<file path="config.mk">
export PLATFORM = sky130hd
export DESIGN_NAME = timer
export DESIGN_NICKNAME = d
export VERILOG_FILES = /design/src/rtl/timer_pkg.sv /design/src/rtl/timer_prescaler.sv /design/src/rtl/timer.sv
export SDC_FILE = /design/constraint.sdc
export NUM_CORES = 1
export LEC_CHECK = 0
export CAP_MARGIN = 40
export CORE_MARGIN = 4
export CORE_UTILIZATION = 55
export DETAILED_ROUTE_END_ITERATION = 8
export GPL_ROUTABILITY_DRIVEN = 1
export PLACE_DENSITY = 0.74
export SKIP_CTS_REPAIR_TIMING = 1
export SLEW_MARGIN = 20
export SYNTH_ARGS = -nofsm -noshare
export SYNTH_HDL_FRONTEND = slang
export SYNTH_SLANG_ARGS = --single-unit
export TNS_END_PERCENT = 1
</file>
<file path="constraint.sdc">
create_clock -name clk -period 2.8 [get_ports clk]
set_input_delay 0.42 -clock clk [delete_from_list [all_inputs] [get_ports clk]]
set_output_delay 0.42 -clock clk [all_outputs]
set_load 0.1 [all_outputs]
</file>
<file path="src/rtl/timer_pkg.sv">
// Shared register offsets and control-bit positions for the timer peripheral.
package timer_pkg;

    localparam logic [7:0] TIMER_CTRL  = 8'h00;
    localparam logic [7:0] TIMER_PRESC = 8'h02;
    localparam logic [7:0] TIMER_CMP   = 8'h04;
    localparam logic [7:0] TIMER_CNT   = 8'h06;
    localparam logic [7:0] TIMER_STAT  = 8'h08;

    localparam int CTRL_EN      = 0;
    localparam int CTRL_ONESHOT = 1;
    localparam int CTRL_IE      = 2;
    localparam int CTRL_W       = 3;

endpackage

</file>
<file path="src/rtl/timer_prescaler.sv">
// Programmable clock divider: emits a one-cycle tick every presc+1 enabled clocks.
// The tick is decoded from the registered count, so it lines up with the edge
// on which the count wraps back to 0.
module timer_prescaler
    import timer_pkg::*;
(
    input  logic        clk,
    input  logic        rst,
    input  logic        en,
    input  logic [15:0] presc,
    input  logic        clear,
    output logic        tick
);

    logic [15:0] count;
    logic        at_end;

    assign at_end = (count == presc);
    // A PRESC rewrite restarts the period, so a tick on that edge is dropped.
    assign tick   = en & at_end & ~clear;

    // Count enabled clocks; disabled or cleared holds the count at 0.
    always_ff @(posedge clk) begin
        if (rst) begin
            count <= 16'h0000;
        end else if (!en || clear || at_end) begin
            count <= 16'h0000;
        end else begin
            count <= count + 16'h0001;
        end
    end

endmodule

</file>
<file path="src/rtl/timer.sv">
// Memory-mapped 16-bit timer/counter with prescaler, compare match,
// one-shot mode and a level interrupt. Every bus access takes two cycles:
// ready and read data are registered, writes commit on the ready cycle.
module timer
    import timer_pkg::*;
#(
    parameter logic [15:0] RESET_PRESC = 16'h0000,
    parameter logic [15:0] RESET_CMP   = 16'hFFFF
) (
    input  logic        clk,
    input  logic        rst,
    input  logic        timer_valid,
    input  logic        timer_wstrb,
    input  logic [7:0]  timer_addr,
    input  logic [15:0] timer_wdata,
    output logic        timer_ready,
    output logic [15:0] timer_rdata,
    output logic        timer_irq
);

    logic [CTRL_W-1:0] ctrl;
    logic [15:0]       presc;
    logic [15:0]       cmp;
    logic [15:0]       cnt;
    logic              match;
    logic              tick;
    logic              hit;
    logic              wr_en;
    logic              wr_ctrl;
    logic              wr_presc;
    logic              wr_cmp;
    logic              wr_cnt;
    logic              wr_stat;
    logic [15:0]       rd_mux;

    assign wr_en    = timer_valid & timer_ready & timer_wstrb;
    assign wr_ctrl  = wr_en & (timer_addr == TIMER_CTRL);
    assign wr_presc = wr_en & (timer_addr == TIMER_PRESC);
    assign wr_cmp   = wr_en & (timer_addr == TIMER_CMP);
    assign wr_cnt   = wr_en & (timer_addr == TIMER_CNT);
    assign wr_stat  = wr_en & (timer_addr == TIMER_STAT);

    assign hit       = tick & (cnt == cmp);
    assign timer_irq = match & ctrl[CTRL_IE];

    timer_prescaler u_prescaler (
        .clk   (clk),
        .rst   (rst),
        .en    (ctrl[CTRL_EN]),
        .presc (presc),
        .clear (wr_presc),
        .tick  (tick)
    );

    // Read-data selection; unmapped offsets return 0.
    always_comb begin
        rd_mux = 16'h0000;
        case (timer_addr)
            TIMER_CTRL:  rd_mux = {13'h0000, ctrl};
            TIMER_PRESC: rd_mux = presc;
            TIMER_CMP:   rd_mux = cmp;
            TIMER_CNT:   rd_mux = cnt;
            TIMER_STAT:  rd_mux = {15'h0000, match};
            default:     rd_mux = 16'h0000;
        endcase
    end

    // Bus response: ready pulses the cycle after valid, never twice in a row.
    always_ff @(posedge clk) begin
        if (rst) begin
            timer_ready <= 1'b0;
            timer_rdata <= 16'h0000;
        end else if (timer_valid && !timer_ready) begin
            timer_ready <= 1'b1;
            timer_rdata <= rd_mux;
        end else begin
            timer_ready <= 1'b0;
            timer_rdata <= 16'h0000;
        end
    end

    // Register file and counter; bus writes are placed last so they win.
    always_ff @(posedge clk) begin
        if (rst) begin
            ctrl  <= '0;
            presc <= RESET_PRESC;
            cmp   <= RESET_CMP;
            cnt   <= 16'h0000;
            match <= 1'b0;
        end else begin
            if (tick) begin
                if (hit) begin
                    match <= 1'b1;
                    cnt   <= 16'h0000;
                    if (ctrl[CTRL_ONESHOT]) begin
                        ctrl[CTRL_EN] <= 1'b0;
                    end
                end else begin
                    cnt <= cnt + 16'h0001;
                end
            end
            if (wr_ctrl) begin
                ctrl <= timer_wdata[CTRL_W-1:0];
            end
            if (wr_presc) begin
                presc <= timer_wdata;
            end
            if (wr_cmp) begin
                cmp <= timer_wdata;
            end
            if (wr_cnt) begin
                cnt <= timer_wdata;
            end
            // A match landing on the same edge as the clear keeps MATCH set.
            if (wr_stat && timer_wdata[0] && !hit) begin
                match <= 1'b0;
            end
        end
    end

endmodule
</file>
==> results.yml, run 1 <==
detailed_routing:
  drt-initial-drc-count: 285
  ant_nets: 0
  viasPerCell: 5.69
  remaining_drc_errors: 0
  drt_wl_total_um: 10200
  wl_per_cell_um: 16.1
  vias: 3599
  dr.pass1.iters: 5
place:
  gp_congestion: 0.861
  post-dp-hpwl_um: 7500
  placed_cell_area_sq_mm: 0.00466
  io_buffer_count: 45
  place_ws_ns: 0.108
floorplanning:
  start_util_pct: 57.0
  dieHeight_um: 94.9
  die_x_um: 94.9
  row_count: 31
  io_pins: 46
  dieArea_sq_mm: 0.00901
  core_sq_mm: 0.00729
yosys:
  synth_top_area_share_pct: 40.9
  yosys_warnings: 0
  synthArstFlopShare_pct: 0
  yosysTopAreaCell: "dfxtp_1"
  synthFlopType: "dfxtp_1"
  yosysSeqAreaShare_pct: 40.9
  ys_top_cells_by_area: "dfxtp_1 (41%), xnor2_1 (7.8%), nand2_1 (6.9%)"
  synth_common_cells: "dfxtp_1 (85), nand2_1 (76), nor2_1 (58)"
  synthCells: 493
  postSynthAreaPerCell_sq_um: 8.43
  synth_most_common_cell: "dfxtp_1"
  syn_nets: 523
  ys_types: 45
  synth-edff-count: 0
  ys_seq_elements: 85
  syn_area_sq_mm: 0.00416
sta:
  rsz0062_at_grt: "no"
  final.setup.worst_slack_ns: 0.381
  fin_skew_ns: 0.00650
  setup_viol: 0
  max_freq_mhz: 413
  worst_pin_slew_ns: 0.499
  period_share_pct: 86.4
  slew-limit-headroom_pct: 66.6
  fin_crit_ns: 2.42
  maxSlewViolCount: 0
  tns_ns: 0
  hold_viol: 0
finish:
  drive_above_1_share_pct: 12.0
  n_antenna_cell: 0
  syn_to_final_growth_pct: 17.5
  design_area_sq_mm: 0.00489
  fin_nets: 559
  post-route-util_pct: 67.0
  fillCellCount: 632
grt:
  grt_pass1_vias: 3464
  antenna_found_initial: 0
  grt_max_degree: 54
  grt_usage_pct: 24.0
  grt_pass1_wl_um: 16800
  globalRoute.totalOverflow: 0
critical_path:
  path_class: "reg -> reg"
  r2r-end: "cnt[10]"
  worstPathArrival_ns: 2.67
  path_max_fanout: 31
  path_cells: "xnor2_1 > nand4_1 > nor4_4 > nand3_2 > buf_12 > or4_1 > a311oi_1"
  reg2reg_from: "u_prescaler.count[2]"
  reg2reg_depth: 7
  critical_path.slowest_cell: "or4_1"
  required_ns: 3.05
  cp_slowest_stage_delay_ns: 0.50
  critPathCaptureType: "flop"
  r2r_slack_ns: 0.38
  cp-start-kind: "flop"
min_path:
  hold_path.class: "reg -> reg"
  worstHoldEndpoint: "match"
  worstHoldStart: "match"
  whs_path_depth: 2
job:
  maxCapViolCount: 0
clocking:
  insertion_delay_ns: 0.34
  cts.sinks: 85
  htreeDepth: 3
  cts-root-buf: "clkbuf_8"
  cts_buffers: 9
  tritoncts: "done"
  cts.path.max_buffers: 2
  clkTransAtPathRegs_ns: 0.08
pwr:
  power_density_mw_per_mm2: 470
  irDropWorstVdd_mv: 0.228
  p_leak_nw: 1.74
outcome:
  status: "finished clean"
-- flip-flops by register name (all words and copies together), names as in the netlist --
signal and cells:
match 1, ctrl 3, cmp 16, u_prescaler.count 16, cnt 16, timer_rdata 16, presc 16, timer_ready 1
-- layout make-up --
class                      instances  area, sq um  area share [%]
timing repair buffer              58          515            10.6
tap                               99          124            2.54
clock buffer                      13          159            3.25
clock inverter                     3         67.6            1.38
sequential                        85         1700            34.8
inverter                           5         18.8           0.384
multi-input combinational        370         2300            47.1
-- cell families after synthesis --
family | Yosys count | synth area share [%]
adders and majority gates | 2 | 0.602
and+or+nand+nor | 232 | 28.3
xor gates and xnor gates | 46 | 9.69
AOI/OAI and AO/OA | 73 | 11.5
buffers and inverters | 38 | 3.91
muxes | 17 | 5.09
DFF | 85 | 40.9
-- placed cells by master, fill, tap and decap left out, drive strengths merged, types with 2 or more instances in the layout --
cell type	Yosys	final
and2	4	4
nand3b	17	17
buf	9	31
or4	10	10
nand2	76	76
bufinv	0	2
or4b	5	5
clkbuf	24	13
or3	2	2
clkdlybuf4s50	0	27
ha	2	2
inv	5	5
nor2	58	58
a311oi	11	11
nand4	12	12
nor2b	6	6
xor2	9	9
mux2	13	13
o21bai	4	4
mux2i	2	2
and3	16	16
nor3	2	2
a31oi	7	7
dfxtp	85	85
nand3	17	17
nor4	3	3
o21ai	14	14
a21oi	18	18
mux4	2	2
xnor2	37	37
a22oi	13	13
-- metal layers --
metal | part of all wire [%] | track usage, % | up-vias | wire [um]
met5 | 0 | 0 | - | 0
met4 | 0.89 | 6.37 | 0 | 91
met3 | 6.1 | 5.18 | 10 | 623
met2 | 47 | 38.3 | 120 | 4790
met1 | 46 | 32.8 | 1677 | 4670
li1 | - | - | 1792 | -
-- power by group --
part / internal [W] / leakage (nW) / switching (W) / total [W]
registers: 0.00121 / 0.685 / 0.000000841 / 0.00121
logic: 0.0000582 / 0.948 / 0.0000620 / 0.000120
clock network: 0.000553 / 0.110 / 0.000414 / 0.000967
-- critical path, delay by kind of cell, from the launching register on --
family	cells	cell delay (ns)
and+or+nand+nor	4	1.25
DFF	1	0.43
AOI/OAI and AO/OA	1	0.27
buffers and inverters	1	0.19
xor gates and xnor gates	1	0.17
-- worst max path at each step --
stage / slack (ns) / startpoint / cells past startpoint / endpoint
finish: 0.38 / u_prescaler.count[2] / 7 / cnt[10]
global route: 0.20 / u_prescaler.count[2] / 7 / cnt[9]
CTS: 0.34 / u_prescaler.count[2] / 7 / cnt[10]
detailed placement: 0.11 / timer_addr[4] / 8 / cnt[11]
global placement: 0.17 / timer_addr[4] / 8 / cnt[9]
floorplan: 0.35 / timer_ready / 8 / u_prescaler.count[10]
-- stage by stage --
step / total power (W) / std cells / hold WS [ns]
after floorplan: 0.00129 / 493 / 0.448
after global placement: 0.00136 / 617 / 0.471
after detailed placement: 0.00136 / 617 / 0.484
after CTS: 0.00231 / 633 / 0.497
after global routing: 0.00237 / 633 / 0.519
final: 0.00230 / 633 / 0.492
(Power assumes the default switching activity.)
==> inputs of run 2 (changes only) <==
Clock period 2.8 ns to 2.5 ns, I/O delays scaled along.
==> results.yml, run 2 (synthesized netlist as in run 1, its figures left out) <==
grt:
  grt_pass1_vias: 3523
  gr-usage-met3_pct: 5.18
  grt_usage_pct: 25.4
  grt_pass1_wl_um: 17700
  grt_max_degree: 54
  grt_most_used_layer: "met2"
  use_met1_pct: 35.4
  antenna_found_initial: 0
  globalRoute.totalOverflow: 0
  use_met2_pct: 39.0
floorplanning:
  io_pins: 46
  die_x_um: 94.9
  core_sq_mm: 0.00729
  dieHeight_um: 94.9
  row_count: 31
  dieArea_sq_mm: 0.00901
  start_util_pct: 57.0
pwr:
  p_total_w: 0.00253
  p_leak_nw: 1.85
  power.clock.fraction_pct: 40.9
  power_frac_comb_pct: 5.4
  seq_power_share_pct: 53.6
  switchingPower_w: 0.000548
  power_density_mw_per_mm2: 498
  internal-power_w: 0.00198
  swShare_pct: 21.7
  irDropWorstVdd_mv: 0.373
sta:
  final.setup.worst_slack_ns: 0.141
  fin_skew_ns: 0.0102
  setup_viol: 0
  maxSlewViolCount: 0
  hold_viol: 0
  worst_pin_slew_ns: 0.532
  max_freq_mhz: 424
  slew-limit-headroom_pct: 64.5
  period_share_pct: 94.4
  fin_crit_ns: 2.36
  rsz0062_at_grt: "no"
detailed_routing:
  wl_per_cell_um: 16.8
  ant_nets: 0
  drt_wl_total_um: 10900
  dr.pass1.iters: 5
  remaining_drc_errors: 0
  viasPerCell: 5.76
  vias: 3727
  drt-initial-drc-count: 243
critical_path:
  required_ns: 2.77
  path_cells: "xnor2_2 > nand4_1 > nor4_4 > buf_4 > nand3_2 > buf_12 > or4b_1 > a311oi_2"
  path_buf_inv: 2
  worstPathArrival_ns: 2.63
  cp-start-kind: "flop"
  critical_path.slowest_cell: "or4b_1"
  path_max_fanout: 31
  cp_slowest_stage_delay_ns: 0.53
  crit_family: "simple AND/OR/NAND/NOR gates"
  path_class: "reg -> reg"
  critPathCaptureType: "flop"
min_path:
  hold_path.class: "reg -> reg"
place:
  post-dp-hpwl_um: 7910
  gp_congestion: 0.860
  placed_cell_area_sq_mm: 0.00483
  dp.cells: 631
  io_buffer_count: 45
  place_ws_ns: -0.0839
clocking:
  cts-root-buf: "clkbuf_8"
  cts.sinks: 85
  insertion_delay_ns: 0.36
  tritoncts: "done"
  clkTransAtPathRegs_ns: 0.08
  cts.path.max_buffers: 2
  htreeDepth: 3
  cts_buffers: 9
outcome:
  status: "finished clean"
finish:
  multi_input_area_sq_mm: 0.00232
  final-seq-area_sq_mm: 0.00171
  fillCellCount: 601
  final_cell_mix: "dfxtp_1 (77), nand2_1 (76), nor2_1 (58)"
  design_area_sq_mm: 0.00507
  layout_commonest_cell: "dfxtp_1"
  fin_nets: 574
  drive_above_1_share_pct: 16.2
  stdcell_count: 647
  n_antenna_cell: 0
  syn_to_final_growth_pct: 22.0
job:
  maxCapViolCount: 0
[run 2: changes by cell type in the layout (fill, tap and decap cells not counted), moves of 5 or more]
cell	delta
buf_4	+10
buf_12	+5
dfxtp_1	-8
dfxtp_2	+8
[run 2: through the flow]
step,util [%],hold slack (ns),TNS (ns)
final,69.5,0.485,0
after global routing,69.5,0.522,0
after CTS,69.0,0.491,0
after detailed placement,66.2,0.481,-0.984
after global placement,66.2,0.473,-0.327
after floorplan,-,0.448,0
[run 2: power by group through the flow]
stage / Sequential (W) / Combinational (W) / Clock [W]
global route: 0.00136 / 0.000144 / 0.00111
detailed placement: 0.00139 / 0.000134 / 0
finish: 0.00135 / 0.000137 / 0.00103
floorplan: 0.00139 / 0.0000507 / 0
CTS: 0.00135 / 0.000135 / 0.00104
global placement: 0.00139 / 0.000134 / 0
[run 2: final cells by class]
cell class | count | area share [%]
Multi-Input combinational cell | 370 | 45.8
Sequential cell | 85 | 33.8
Timing Repair Buffer | 73 | 13.6
Clock buffer | 11 | 2.59
Tap cell | 99 | 2.44
Clock inverter | 4 | 1.46
Inverter | 5 | 0.370
[run 2: path summary, 6_finish.rpt]
check,from,end,slack [ns],cells past startpoint
worst max-delay path,u_prescaler.count[2],cnt[9],0.14,8
worst min-delay path,presc[15],presc[15],0.48,2
worst max register to register,u_prescaler.count[2],cnt[9],0.14,8
worst min register to register,presc[15],presc[15],0.48,2
[run 2: per-layer routing]
metal  vias to the layer above  part of all wire (%)
met3                        15                   5.5
met2                       109                    47
met5                         -                     0
li1                       1825                     -
met1                      1778                    46
met4                         0                   1.5
[run 2: worst reg2reg max path: cells and delay by family, from the launching register on]
kind | cells | cell delay, ns
flip-flops | 1 | 0.40
XOR/XNOR | 1 | 0.13
AND/OR/NAND/NOR | 4 | 1.12
buffers and inverters | 2 | 0.35
AO/OA/AOI/OAI | 1 | 0.28
==> inputs of run 3 (changes only) <==
Settings changed: PLACE_DENSITY 0.74 to 0.82.
==> results.yml, run 3 (synthesized netlist as in run 1, its figures left out) <==
place:
  io_buffer_count: 45
  post-dp-hpwl_um: 7830
  gp_congestion: 0.876
grt:
  grt_usage_pct: 24.8
  grt_max_degree: 54
  grt_pass1_vias: 3516
  grt_most_used_layer: "met2"
  antenna_found_initial: 0
  gr-usage-met3_pct: 5.98
  use_met1_pct: 33.0
  grt_pass1_wl_um: 17300
  globalRoute.totalOverflow: 0
  use_met2_pct: 39.8
sta:
  hold_viol: 0
  max_freq_mhz: 422
  worst_pin_slew_ns: 0.500
  fin_crit_ns: 2.37
  setup_viol: 0
  period_share_pct: 94.8
  maxSlewViolCount: 0
  fin_skew_ns: 0.00589
  slew-limit-headroom_pct: 66.7
floorplanning:
  start_util_pct: 57.0
  dieArea_sq_mm: 0.00901
  row_count: 31
  die_x_um: 94.9
  dieHeight_um: 94.9
  core_sq_mm: 0.00729
  io_pins: 46
pwr:
  p_leak_nw: 1.82
  power_density_mw_per_mm2: 528
  p_total_w: 0.00265
  irDropWorstVdd_mv: 0.302
clocking:
  cts.path.max_buffers: 2
  insertion_delay_ns: 0.36
  clkTransAtPathRegs_ns: 0.09
  cts_buffers: 9
  cts.sinks: 85
  tritoncts: "done"
  htreeDepth: 3
  cts-root-buf: "clkbuf_8"
critical_path:
  critical_path.slowest_cell: "or4_1"
  required_ns: 2.76
  worstPathArrival_ns: 2.63
  crit_family: "simple AND/OR/NAND/NOR gates"
  cp_slowest_stage_delay_ns: 0.50
  cp-start-kind: "flop"
  reg2reg_depth: 7
  critPathCaptureType: "flop"
  r2r-end: "cnt[10]"
  r2r_slack_ns: 0.13
  reg2reg_from: "presc[1]"
  cp.depth: 7
  path_cells: "xnor2_1 > nand4_1 > nor4_4 > nand3_2 > buf_12 > or4_1 > a311oi_1"
  path_class: "reg -> reg"
  path_buf_inv: 1
  path_max_fanout: 31
detailed_routing:
  dr.pass1.iters: 5
  wl_per_cell_um: 16.8
  ant_nets: 0
  drt_wl_total_um: 10800
  viasPerCell: 5.87
  drt-initial-drc-count: 337
  remaining_drc_errors: 0
  vias: 3764
min_path:
  worstHoldEndpoint: "u_prescaler.count[0]"
  hold_path.class: "reg -> reg"
  worstHoldStart: "u_prescaler.count[0]"
  whs_path_depth: 1
finish:
  syn_to_final_growth_pct: 20.7
  final_cell_mix: "dfxtp_1 (81), nand2_1 (76), nor2_1 (58)"
  layout_commonest_cell: "dfxtp_1"
  drive_above_1_share_pct: 14.6
  n_antenna_cell: 0
  post-route-util_pct: 68.8
  fin_nets: 567
outcome:
  status: "finished clean"
job:
  maxCapViolCount: 0
-- run 3: cell types whose count changed in the layout (fill, tap and decap cells not counted), sizes merged --
cell    before  now
buf         46   39
clkbuf      11    9
bufinv       2    3
clkinv       2    4
-- run 3: how the worst max path moves through the flow --
stage                               startpoint                    end  slack (ns)
after global routing      u_prescaler.count[1]                 cnt[6]      -0.002
after detailed placement         timer_addr[4]                cnt[10]       -0.01
final                                 presc[1]                cnt[10]        0.13
after floorplan                    timer_ready  u_prescaler.count[10]        0.05
after global placement           timer_addr[4]                cnt[10]        0.03
after CTS                             presc[2]                cnt[10]         0.1
-- run 3: final cells by class --
| class | count | area (sq um) |
|---|---|---|
| Clock buffer | 9 | 124 |
| Clock inverter | 7 | 114 |
| Fill cell | 567 | 2270 |
| Inverter | 5 | 18.8 |
| Multi-Input combinational cell | 370 | 2310 |
| Sequential cell | 85 | 1710 |
| Tap cell | 99 | 124 |
| Timing Repair Buffer | 66 | 626 |
-- run 3: worst register-to-register path, stage by stage, from the launching register on --
cell,delay (ns)
dfxtp_1,0.36
xnor2_1,0.26
nand4_1,0.19
nor4_4,0.33
nand3_2,0.16
buf_12,0.19
or4_1,0.51
a311oi_1,0.28
-- run 3: metal layers --
metal  vias to the layer above  routed length, um  part of all wire [%]
met4                         0                177                   1.6
met1                      1776               4580                    42
met5                         -                  0                     0
met2                       158               5200                    48
met3                        17                820                   7.6
li1                       1813                  -                     -
-- run 3: power by group --
group / internal, W / leakage, nW / switching [W]
combinational: 0.0000665 / 1.01 / 0.0000706
sequential: 0.00135 / 0.687 / 0.00000104
clock: 0.000660 / 0.123 / 0.000498
total: 0.00208 / 1.82 / 0.000570
-- run 3: through the flow --
stage / instances / cell area, sq um / setup TNS [ns] / hold WS [ns] / worst slack, ns
after floorplan: 493 / 4160 / 0 / 0.448 / 0.0539
after global placement: 625 / 4770 / 0 / 0.468 / 0.0260
after detailed placement: 625 / 4770 / -0.0258 / 0.478 / -0.0132
after CTS: 641 / 5010 / 0 / 0.490 / 0.0971
after global routing: 641 / 5020 / -0.00282 / 0.477 / -0.00196
final: 641 / 5020 / 0 / 0.460 / 0.130
